<file path="src/rtl/mem_pkg.sv">
// Shared encodings for the load/store unit: access sizes, controller states, lane count.
package mem_pkg;

  localparam int LANES = 4;

  localparam logic [1:0] SZ_B = 2'b00;
  localparam logic [1:0] SZ_H = 2'b01;
  localparam logic [1:0] SZ_W = 2'b10;

  typedef enum logic [1:0] {
    IDLE   = 2'b00,
    ACCESS = 2'b01,
    RESP   = 2'b10
  } lsu_state_e;

endpackage

</file>
<file path="src/rtl/lsu_align.sv">
// Byte-lane helper: misalignment/illegal-size check, store strobe and lane
// replication, and load extraction with sign or zero extension.
module lsu_align
  import mem_pkg::*;
(
  input  logic [1:0]       size,
  input  logic [1:0]       off,
  input  logic             is_unsigned,
  input  logic [31:0]      wdata,
  input  logic [31:0]      rdata,
  output logic             misaligned,
  output logic [LANES-1:0] wstrb,
  output logic [31:0]      wdata_lane,
  output logic [31:0]      rdata_ext
);

  logic [31:0] shifted;

  assign shifted = rdata >> {off, 3'b000};

  // Alignment check, strobe/lane generation and load extension by size.
  always_comb begin
    misaligned = 1'b0;
    wstrb      = '0;
    wdata_lane = '0;
    rdata_ext  = shifted;
    case (size)
      SZ_B: begin
        wstrb      = 4'b0001 << off;
        wdata_lane = {4{wdata[7:0]}};
        rdata_ext  = is_unsigned ? {24'h0, shifted[7:0]}
                                 : {{24{shifted[7]}}, shifted[7:0]};
      end
      SZ_H: begin
        misaligned = off[0];
        wstrb      = 4'b0011 << off;
        wdata_lane = {2{wdata[15:0]}};
        rdata_ext  = is_unsigned ? {16'h0, shifted[15:0]}
                                 : {{16{shifted[15]}}, shifted[15:0]};
      end
      SZ_W: begin
        misaligned = (off != 2'b00);
        wstrb      = 4'b1111;
        wdata_lane = wdata;
        rdata_ext  = shifted;
      end
      default: misaligned = 1'b1;
    endcase
  end

endmodule

</file>
<file path="src/rtl/lsu_mem_ctrl.sv">
// Load/store unit bridging the EX stage to a request/acknowledge data RAM of
// unbounded latency, with pipeline stall, wait timeout and error reporting.
//
// state  | meaning
// IDLE   | ready; accepts a request, checks alignment
// ACCESS | mem_req held with stable address/data; waits for mem_ack or timeout
// RESP   | one-cycle resp_valid pulse with data/error
module lsu_mem_ctrl
  import mem_pkg::*;
#(
  parameter int ADDR_W  = 16,
  parameter int TIMEOUT = 255,
  parameter int CNT_W   = 8
) (
  input  logic              clk,
  input  logic              rst_n,
  input  logic              req_valid,
  output logic              req_ready,
  input  logic              req_we,
  input  logic [1:0]        req_size,
  input  logic              req_unsigned,
  input  logic [31:0]       req_addr,
  input  logic [31:0]       req_wdata,
  output logic              resp_valid,
  output logic [31:0]       resp_rdata,
  output logic              resp_err,
  output logic              stall,
  output logic              mem_req,
  output logic              mem_we,
  output logic [LANES-1:0]  mem_wstrb,
  output logic [ADDR_W-1:0] mem_addr,
  output logic [31:0]       mem_wdata,
  input  logic              mem_ack,
  input  logic [31:0]       mem_rdata
);

  localparam logic [CNT_W-1:0] CNT_LAST = CNT_W'(TIMEOUT - 1);

  lsu_state_e        state, state_n;
  logic [CNT_W-1:0]  cnt;
  logic              we_q;
  logic [1:0]        size_q;
  logic              uns_q;
  logic [1:0]        off_q;
  logic [ADDR_W-1:0] addr_q;
  logic [LANES-1:0]  wstrb_q;
  logic [31:0]       wdata_q;
  logic [31:0]       rdata_q;
  logic              err_q;

  logic              is_idle;
  logic              timeout_hit;
  logic [1:0]        al_size;
  logic [1:0]        al_off;
  logic              al_uns;
  logic              al_misaligned;
  logic [LANES-1:0]  al_wstrb;
  logic [31:0]       al_wdata;
  logic [31:0]       al_rdata;
  logic              unused_addr_hi;

  assign is_idle        = (state == IDLE);
  assign timeout_hit    = (cnt == CNT_LAST);
  assign unused_addr_hi = ^req_addr[31:ADDR_W+2];

  // In IDLE the aligner looks at the incoming request; afterwards it works on
  // the latched request so load extraction uses the accepted size/offset.
  assign al_size = is_idle ? req_size     : size_q;
  assign al_off  = is_idle ? req_addr[1:0] : off_q;
  assign al_uns  = is_idle ? req_unsigned : uns_q;

  lsu_align u_align (
    .size        (al_size),
    .off         (al_off),
    .is_unsigned (al_uns),
    .wdata       (req_wdata),
    .rdata       (mem_rdata),
    .misaligned  (al_misaligned),
    .wstrb       (al_wstrb),
    .wdata_lane  (al_wdata),
    .rdata_ext   (al_rdata)
  );

  // Next-state decode; ack takes priority over the timeout in the same cycle.
  always_comb begin
    state_n = state;
    case (state)
      IDLE:   if (req_valid) state_n = al_misaligned ? RESP : ACCESS;
      ACCESS: if (mem_ack || timeout_hit) state_n = RESP;
      RESP:   state_n = IDLE;
      default: state_n = IDLE;
    endcase
  end

  // State, wait counter and latched request/response registers.
  always_ff @(posedge clk or negedge rst_n) begin
    if (!rst_n) begin
      state   <= IDLE;
      cnt     <= '0;
      we_q    <= 1'b0;
      size_q  <= SZ_B;
      uns_q   <= 1'b0;
      off_q   <= 2'b00;
      addr_q  <= '0;
      wstrb_q <= '0;
      wdata_q <= '0;
      rdata_q <= '0;
      err_q   <= 1'b0;
    end else begin
      state <= state_n;
      case (state)
        IDLE: begin
          cnt <= '0;
          if (req_valid) begin
            we_q    <= req_we;
            size_q  <= req_size;
            uns_q   <= req_unsigned;
            off_q   <= req_addr[1:0];
            addr_q  <= req_addr[ADDR_W+1:2];
            wstrb_q <= req_we ? al_wstrb : '0;
            wdata_q <= req_we ? al_wdata : '0;
            rdata_q <= '0;
            err_q   <= al_misaligned;
          end
        end
        ACCESS: begin
          cnt <= cnt + CNT_W'(1);
          if (mem_ack) begin
            rdata_q <= we_q ? 32'h0 : al_rdata;
            err_q   <= 1'b0;
          end else if (timeout_hit) begin
            rdata_q <= '0;
            err_q   <= 1'b1;
          end
        end
        default: cnt <= '0;
      endcase
    end
  end

  assign req_ready  = is_idle;
  assign stall      = !is_idle;
  assign mem_req    = (state == ACCESS);
  assign mem_we     = mem_req & we_q;
  assign mem_wstrb  = mem_we ? wstrb_q : '0;
  assign mem_wdata  = mem_we ? wdata_q : '0;
  assign mem_addr   = mem_req ? addr_q : '0;
  assign resp_valid = (state == RESP);
  assign resp_err   = resp_valid & err_q;
  assign resp_rdata = resp_valid ? rdata_q : '0;

endmodule

</file>
<file path="config.mk">
export PLATFORM = sky130hd
export DESIGN_NAME = lsu_mem_ctrl
export DESIGN_NICKNAME = d
export VERILOG_FILES = /design/src/rtl/mem_pkg.sv /design/src/rtl/lsu_align.sv /design/src/rtl/lsu_mem_ctrl.sv
export SDC_FILE = /design/constraint.sdc
export NUM_CORES = 1
export LEC_CHECK = 0
export CELL_PAD_IN_SITES_DETAIL_PLACEMENT = 2
export CELL_PAD_IN_SITES_GLOBAL_PLACEMENT = 2
export CORE_ASPECT_RATIO = 1.4
export CORE_MARGIN = 5
export CORE_UTILIZATION = 27
export CTS_BUF_LIST = sky130_fd_sc_hd__clkbuf_16
export DETAILED_ROUTE_END_ITERATION = 10
export GPL_ROUTABILITY_DRIVEN = 0
export PLACE_DENSITY = 0.82
export RECOVER_POWER = 25
export SYNTH_ARGS = -nofsm -noshare
export SYNTH_HDL_FRONTEND = slang
export SYNTH_SLANG_ARGS = --single-unit
export TNS_END_PERCENT = 20
</file>
<file path="constraint.sdc">
create_clock -name clk -period 2.25 [get_ports clk]
set_input_delay 0.5625 -clock clk [delete_from_list [all_inputs] [get_ports clk]]
set_output_delay 0.5625 -clock clk [all_outputs]
set_load 0.1 [all_outputs]
</file>
---- Word level (Yosys, flattened, before mapping) ----
Cells that the tools add are included.
word-level totals
  bits in registers ....................... 101
  output and inout port bits .............. 90
  word-level logic and storage cells ...... 63
operators by class
  add/subtract/negate cells ............... 1
  equal/unequal tests ..................... 8
  shift operators ......................... 3
  muxes and demuxes ....................... 29
  bitwise operators ....................... 2
  reduce and logical (&&, ||, !) cells .... 9
operator list
  cell                   number
  $mux W32               9
  $pmux W32 S2           2
  $pmux W32 S3           1
  $shr A32 B5 Y32        1
  $mux W16               1
  $pmux W4 S3            1
  $mux W2                5
  $add A8 B1 Y8 const B  1
  $eq A8 B8 Y1 const B   1
  $mux W4                2
  $mux W8                1
  $eq A2 B1 Y1 const B   2
  $eq A2 B2 Y1 const B   2
  $logic_not A2 Y1       2
  $mux W1                4
  $pmux W2 S2            1
  $reduce_and A2 Y1      2
  $reduce_bool A2 Y1     2
  $shl A1 B2 Y4 const A  1
  $shl A2 B2 Y4 const A  1
  $ne A3 B1 Y1 const B   1
  $pmux W1 S3            1
  $reduce_and A3 Y1      1
  $and A1 B1 Y1          2
  5 further kinds        5

---- Longest topological paths before layout ----
Gate-level depths: netlist (run 1).
  depth in word-level cells ............... 8
  mapped depth ............................ 9
  gate-level depth less buffers ........... 7

---- Cells and area by module ----
Synthesis (run 1) repeated with hierarchy kept, for this count alone.
unflattened totals
  cell total of the unflattened synthesis .. 717
  area total of the unflattened synthesis .. 6373.6 sq um
modules (own cells, without submodules)
  module        times used  cells an instance  area each (sq um)
  lsu_mem_ctrl  1           512                4959.8
  lsu_align     1           205                1413.9

---- Worst setup path after synthesis (run 1) ----
No wires, ideal clock.
  kind .................................... flip-flop to output port
  start point ............................. register state[1]
  end point ............................... output mem_addr[10]
  arrival ................................. 2.679 ns
  setup slack ............................. -0.991 ns
  stages on the path, launching flop included .. 6
  path buffers ............................ 2
  cells stage by stage .................... dfrtp_1 buf_2 nand2b_1 inv_1 clkbuf_1 and2_1
on the way
  longest elaborated chain between the ends .. 2
RTL lines
  what                    line                 text
  from (decl)             lsu_mem_ctrl.sv:39   lsu_state_e state, state_n;
  from (signal assigned)  lsu_mem_ctrl.sv:110  state <= state_n;
  $eq A2 B1 Y1            lsu_mem_ctrl.sv:143  assign mem_req = (state == ACCESS);
  net mem_req             lsu_mem_ctrl.sv:28   output logic mem_req,
  $mux W16                lsu_mem_ctrl.sv:147  assign mem_addr = mem_req ? addr_q : '0;
  to (decl)               lsu_mem_ctrl.sv:31   output logic [ADDR_W-1:0] mem_addr,
The timed path passes the listed nets, and every way through them passes these cells.

---- Worst setup path in the final report (run 1) ----
  start point ............................. input req_addr[0]
  end point ............................... register rdata_q[22]
on the way
  longest elaborated chain between the ends .. 7
RTL lines
  what                                line                              text
  from (decl)                         lsu_mem_ctrl.sv:22                input logic [31:0] req_addr,
  $mux W2 (*)                         lsu_mem_ctrl.sv:69                assign al_off = is_idle ? req_addr[1:0] : off_q;
  $shr A32 B5 Y32 (*)                 lsu_align.sv:19                   assign shifted = rdata >> {off, 3'b000};
  $mux W32, on equally long branches  lsu_align.sv:38, lsu_align.sv:31
  $pmux W32 S2 (*)                    lsu_align.sv:27                   case (size)
  $mux W32 (*)                        lsu_mem_ctrl.sv:129               rdata_q <= we_q ? 32'h0 : al_rdata;
  $mux W32 (*)                        lsu_mem_ctrl.sv:128               if (mem_ack) begin
  $pmux W32 S2 (*)                    lsu_mem_ctrl.sv:111               case (state)
  to (signal assigned)                lsu_mem_ctrl.sv:129
  to (decl)                           lsu_mem_ctrl.sv:48                logic [31:0] rdata_q;
Mark *: on every way between the ends. The rest lies on a longest branch, timed or not.
A chain may end at the register's enable or synchronous reset.

==> results.tsv, run 1 <==
metric	value	unit
# IOs	194	
global-route wire length before repair	43.0	mm
Seq/Total Area, Yosys	0.428	
cell leakage power	0.00445	uW
P_sw	7200	uW
ys flop type	dfrtp_1	
Syn Nets	741	
status	complete, but fails checks	
multi-input logic area	0.00360	mm^2
WS Path Type	in2reg	
setup violators final	72	
cell family with most CP delay	buffers and inverters	
final wirelength	31.6	mm
CP Data Required Time	2.51	ns
vias	6451	
Synth area leaders	dfrtp_1 43%, mux2_2 5.9%, and2_1 5.4%	
layout cell share with drive strength beyond 1	0.416	
vias in the first global route	7024	
# rows	64	
post-synthesis cell type count	57	
largest net degree at the start of global routing	57	
worst path buffer plus inverter count	3	
Critical Path Fanout Max	10	
average wire per standard cell	27.1	um
sequential cell area	0.00253	mm^2
Max Slew Vio Count	0	
worst slew pin tran	1.13	ns
die area	0.0250	mm^2
Fillers	2129	
DRC errors left	0	
die height	185	um
cell-internal power	7570	uW
total grt overflow	0	
min Tclk post-route	2.34	ns
initial core utilization	0.272	
core area	0.0217	mm^2
Synth top area share	0.428	
post-layout util	0.485	
CTS tree	yes	
area of the mapped netlist	0.00590	mm^2
Final Hold Viols	0	
cts bufs inserted	9	
Seq pwr share	0.206	
PortBufs	179	
Synth Register Bits	101	
WP data arrival	2.59	ns
Syn. warnings	0	
synthesized area per cell	9.30	um^2
fraction of registers with async set/reset	1.00	
Post-synth EDFFs	0	
clock latency on the worst-skew pair	0.36	ns
# Max-Cap Violations	0	
switching share of power	0.487	
Crit. End Element	flip-flop	
Hold Worst Slack	0.394	ns
GRT Total Usage	0.224	
Final Cycle Share	1.04	
CP peak stage delay	0.53	ns
number of diodes	0	
Cells after Synth	635	
Clock Pin Slew Worst Setup and Hold Paths	0.08	ns
H-tree depth	3	
worst setup margin	-0.0863	ns
Rel. slew slack	0.248	
TNS Setup	-2.29	ns
Nets	970	
DR pass1 iterations	5	
Hold WC Path Type	in2async	
CP dominant cell by count	buf_4	
initial antenna violation count	0	
post-route ant nets	0	
Die X	135	um
flop2flop setup slack	-0.07	ns
CTS root buffer	clkbuf_16	
failing checks	setup timing	
Clk pwr share	0.120	
Worst Setup Start Kind	input pin	
biggest area consumer among synthesized cells	dfrtp_1	
slowest CP cell	clkdlybuf4s50_1	
initial DRC count	376	
FMAX	0.428	GHz
Comb power frac	0.674	
maximum buffer depth of the clock tree	2	
PD cells	1400	mW/mm^2
clock sink count	101	
critical-path cell list	clkdlybuf4s50_1 -> nor3b_4 -> buf_4 -> o21ai_0 -> nand3_1 -> nand4_4 -> buf_4 -> a21oi_1	
RSZ-0062 raised after global routing	true	
Area Growth Syn to Fin	78.3	%
skew final	0.0103	ns
vias per cell	5.54	
peak supply drop	465	uV
hpwl dp	19.5	mm
layout by cell type (no fill, tap or decap), types with 8 or more instances in the layout:
master	count
buf_12	104
dfrtp_1	101
clkdlybuf4s50_1	88
nand2_1	79
buf_4	62
and2_4	51
a21oi_1	37
and3_4	36
o21ai_0	34
mux2_2	31
nand3_1	30
a22oi_1	21
a2bb2oi_1	13
clkbuf_16	12
a22o_1	9
o21ai_1	9
a31oi_1	8
o2111ai_1	8
o31ai_1	8
a32o_1	8
buf_6	8
cell families after synthesis:
logic type	share of synthesized area
AND/OR/NAND/NOR	0.217
multiplexers	0.0831
AO/OA/AOI/OAI	0.213
flip-flops	0.428
buffers and inverters	0.0458
adder cells (fa/ha/maj)	0.00424
XOR/XNOR	0.00869
power groups by stage:
stage	clock network (uW)	logic (uW)	registers (uW)
detailed placement	0	8250	2960
global route	1870	10400	3090
global placement	0	7950	2890
finish	1770	9950	3040
CTS	1770	8740	2970
floorplan	0	5060	2770
metal layers:
metal	GRT usage	wire, um	vias to the layer above
li1	-	-	2784
met1	0.240	11200	3332
met2	0.428	17600	259
met3	0.0421	1510	76
met4	0.0871	1300	0
met5	0	0	-
registers in the layout (all words and copies together), names as in the netlist:
register and count:
rdata_q 32, cnt 8, addr_q 16, uns_q 1, size_q 2, err_q 1
we_q 1, wstrb_q 4, wdata_q 32, off_q 2, state 2
cell type report:
type                    count  share of cell area
clock buffers               9              0.0214
flip-flops and latches    101               0.240
multi-input cells         474               0.342
repair buffers            271               0.348
well taps                 297              0.0353
inverters                   7             0.00416
clock inverters             6             0.00844
final timing paths:
kind | startpoint | endpoint | cells past startpoint
setup / recovery | req_addr[0] | rdata_q[22] | 8
hold / removal | rst_n | wdata_q[21] | 1
setup reg to reg | state[0] | rdata_q[22] | 9
hold reg to reg | rdata_q[0] | rdata_q[0] | 1
max in group asynchronous | rst_n | rdata_q[3] | 2
min in group clk | rdata_q[0] | rdata_q[0] | 1
cell usage after synthesis (all sizes together), types with 10 or more instances:
| master | number |
|---|---|
| a31oi | 10 |
| nand3 | 31 |
| o21ai | 46 |
| and2 | 51 |
| clkbuf | 35 |
| mux2 | 32 |
| and3 | 37 |
| o31ai | 10 |
| buf | 18 |
| dfrtp | 101 |
| a2bb2oi | 15 |
| a22oi | 24 |
| mux2i | 11 |
| a21oi | 40 |
| nand2 | 83 |
timing repair:
item | in CTS | in global routing
pin swaps | 27 | 29
setup endpoints to repair | 103 | 145
resized for setup | 64 | 60
gates cloned | 2 | 4
setup buffers | 3 | 18
hold buffers | 0 | 0
stage by stage:
| step | instances | area [um^2] | worst slack, ns | total power [uW] |
|---|---|---|---|---|
| final | 1165 | 10500 | -0.0863 | 14800 |
| after global routing | 1165 | 10500 | -0.109 | 15300 |
| after CTS | 1144 | 10100 | -0.0640 | 13500 |
| after detailed placement | 1124 | 9500 | -0.422 | 11200 |
| after global placement | 1124 | 9500 | -0.326 | 10800 |
| after floorplan | 635 | 6030 | -0.120 | 7820 |
worst register-to-register path: stages, from the launching register on:
cell and delay (ns):
dfrtp_1 0.40, buf_6 0.14, buf_4 0.16, buf_4 0.15
o21ai_2 0.33, nand3_1 0.21, nand3_1 0.20, nand4_4 0.15
buf_4 0.22, a21oi_1 0.25
No activity file was read; power rests on OpenSTA's default activity.
==> inputs of run 2 (changes only) <==
--- a/config.mk
+++ b/config.mk
@@ -9,11 +9,11 @@
 export CELL_PAD_IN_SITES_GLOBAL_PLACEMENT = 2
 export CORE_ASPECT_RATIO = 1.4
 export CORE_MARGIN = 5
-export CORE_UTILIZATION = 27
+export CORE_UTILIZATION = 25
 export CTS_BUF_LIST = sky130_fd_sc_hd__clkbuf_16
 export DETAILED_ROUTE_END_ITERATION = 10
 export GPL_ROUTABILITY_DRIVEN = 0
-export PLACE_DENSITY = 0.82
+export PLACE_DENSITY = 0.8
 export RECOVER_POWER = 25
 export SYNTH_ARGS = -nofsm -noshare
 export SYNTH_HDL_FRONTEND = slang
==> constraint.sdc (replaced) <==
create_clock -name clk -period 2.1 [get_ports clk]
set_input_delay 0.525 -clock clk [delete_from_list [all_inputs] [get_ports clk]]
set_output_delay 0.525 -clock clk [all_outputs]
set_load 0.1 [all_outputs]
==> run 2 against run 1 <==
  * Total power increased by 2.8%
  * Clock power decreased by 5%
  * Utilization decreased by 3.5 points
  * Sequential power increased by 7.2%
  * Critical path depth decreased by 1
  * Die area increased by 7.5%
  * Cell area decreased by 0.52%
  * Clock-buffer cell count unchanged
  * First-iteration DRC count decreased by 2.9%
  * Wire length decreased by 3.6%
  * The run still ends with setup timing left
==> results.tsv, run 2 (synthesis results as in run 1) <==
metric	value	unit	change
vias	6310		was 6451
PD cells	1450	mW/mm^2	was 1400 mW/mm^2
die area	0.0268	mm^2	was 0.0250 mm^2
setup violators final	104		was 72
worst slew pin tran	1.05	ns	was 1.13 ns
failing checks	setup timing		unchanged
H-tree depth	3		unchanged
Rel. slew slack	0.297		was 0.248
cell leakage power	0.00444	uW	was 0.00445 uW
cts bufs inserted	9		unchanged
Fillers	2381		was 2129
hpwl dp	20.4	mm	was 19.5 mm
Clock Pin Slew Worst Setup and Hold Paths	0.08	ns	about the same
largest net degree at the start of global routing	39		was 57
total grt overflow	0		unchanged
stages on the worst setup path	7		was 8
CTS root buffer	clkbuf_16		unchanged
cell family with most CP delay	buffers and inverters		unchanged
post-route ant nets	0		unchanged
maximum buffer depth of the clock tree	2		unchanged
CP Data Required Time	1.57	ns	was 2.51 ns
RSZ-0062 raised after global routing	true		unchanged
vias per cell	5.39		was 5.54
min Tclk post-route	2.34	ns	
Crit. End Element	output port		was flip-flop
die height	192	um	was 185 um
Critical Path Fanout Max	7		was 10
core area	0.0233	mm^2	was 0.0217 mm^2
CP peak stage delay	0.41	ns	was 0.53 ns
fin area	0.0105	mm^2	about the same
number of diodes	0		unchanged
vias in the first global route	7083		was 7024
PortBufs	179		unchanged
CTS tree	yes		unchanged
Final Hold Viols	0		unchanged
# IOs	194		unchanged
initial antenna violation count	0		unchanged
WS Path Type	reg2out		was in2reg
# rows	66		was 64
skew final	0.0123	ns	was 0.0103 ns
R2R depth	8		was 9
worst setup margin	-0.241	ns	was -0.0863 ns
placed cell areas	0.00971	mm^2	was 0.00950 mm^2
worst path buffer plus inverter count	5		was 3
Max Slew Vio Count	0		unchanged
DRC errors left	0		unchanged
status	complete, but fails checks		unchanged
clock latency on the worst-skew pair	0.37	ns	was 0.36 ns
Nets	966		was 970
layout cell share with drive strength beyond 1	0.409		was 0.416
peak supply drop	606	uV	was 465 uV
Hold Worst Slack	0.350	ns	was 0.394 ns
Die X	140	um	was 135 um
most common cell after layout, fill and taps aside	buf_12		unchanged
initial core utilization	0.254		was 0.272
clock sink count	101		unchanged
average wire per standard cell	26.0	um	was 27.1 um
FMAX	0.427	GHz	
final wirelength	30.5	mm	was 31.6 mm
DR pass1 iterations	4		was 5
# Max-Cap Violations	0		unchanged
initial DRC count	365		was 376
Area Growth Syn to Fin	77.4	%	was 78.3%
Hold WC Path Type	in2async		unchanged
GRT Total Usage	0.207		was 0.224
slowest CP cell	dfrtp_1		was clkdlybuf4s50_1
Final Cycle Share	1.11		
global-route wire length before repair	42.9	mm	was 43.0 mm
most frequent cells in the layout	105 x buf_12, 101 x dfrtp_1, 87 x clkdlybuf4s50_1, 81 x nand2_1, 58 x buf_4		was 104 x buf_12, 101 x dfrtp_1, 88 x clkdlybuf4s50_1, 79 x nand2_1, 62 x buf_4
Worst Setup Start Kind	flip-flop		was input pin
critical-path cell list	buf_6 -> nand2b_4 -> clkinv_4 -> buf_12 -> clkbuf_16 -> and3_4 -> buf_12		was clkdlybuf4s50_1 -> nor3b_4 -> buf_4 -> o21ai_0 -> nand3_1 -> nand4_4 -> buf_4 -> a21oi_1
biggest regs	rdata_q x32, wdata_q x32, addr_q x16		unchanged
WP data arrival	1.82	ns	was 2.59 ns
CP dominant cell by count	buf_12		was buf_4
[run 2: report_power, final]
group,internal [uW],leakage (uW),switching [uW]
registers,2650,0.00133,610
logic,4260,0.00298,5980
clock network,812,0.000135,867
total,7720,0.00444,7460
[run 2: worst reg2reg max path: cells and delay by family (launching register included)]
kind	cells	cell delay [ns]
compound gates	1	0.25
buf+inv	3	0.55
flops	1	0.40
mux	1	0.20
simple gates	3	0.70
[run 2: metal layers]
layer	vias to the layer above	track usage	routed length, um
li1	2787	-	-
met1	3263	0.220	10900
met2	198	0.399	17100
met3	62	0.0426	1360
met4	0	0.0757	1200
met5	-	0	0
[run 2: layout make-up]
| type | count | area (um^2) | area share |
|---|---|---|---|
| clock inverters | 7 | 50.0 | 0.00478 |
| well taps | 306 | 383 | 0.0366 |
| multi-input cells | 475 | 3600 | 0.344 |
| inverters | 7 | 31.3 | 0.00299 |
| clock buffers | 9 | 225 | 0.0215 |
| flip-flops and latches | 101 | 2530 | 0.241 |
| repair buffers | 266 | 3660 | 0.349 |
[run 2: per-stage QoR]
step                       util  worst slack [ns]  cells  total power, uW  setup TNS, ns
final                     0.450            -0.241   1171            15200         -14.75
after global routing      0.450            -0.272   1171            15800         -19.59
after CTS                 0.441            -0.204   1165            14600         -14.08
after detailed placement  0.417            -0.525   1140            12300         -19.64
after global placement    0.417            -0.437   1140            11900         -16.28
after floorplan               -            -0.186    635             8530          -8.26
[run 2: path summary, 6_finish.rpt]
| kind | start | to | slack, ns |
|---|---|---|---|
| max in group asynchronous | rst_n | wdata_q[3] | 0.42 |
| min in group clk | wstrb_q[0] | wstrb_q[0] | 0.49 |
| worst max-delay path | state[1] | mem_wstrb[2] | -0.24 |
| worst min register to register | wstrb_q[0] | wstrb_q[0] | 0.49 |
| worst min-delay path | rst_n | err_q | 0.35 |
| worst max register to register | state[0] | rdata_q[31] | -0.10 |
[run 2: what timing repair did]
item,CTS,global route
endpoints found under the hold margin,0,0
gates resized for setup,43,38
hold buffers,0,0
gates cloned,4,2
pin swaps,18,5
setup buffers,5,4
setup endpoints to repair,124,144
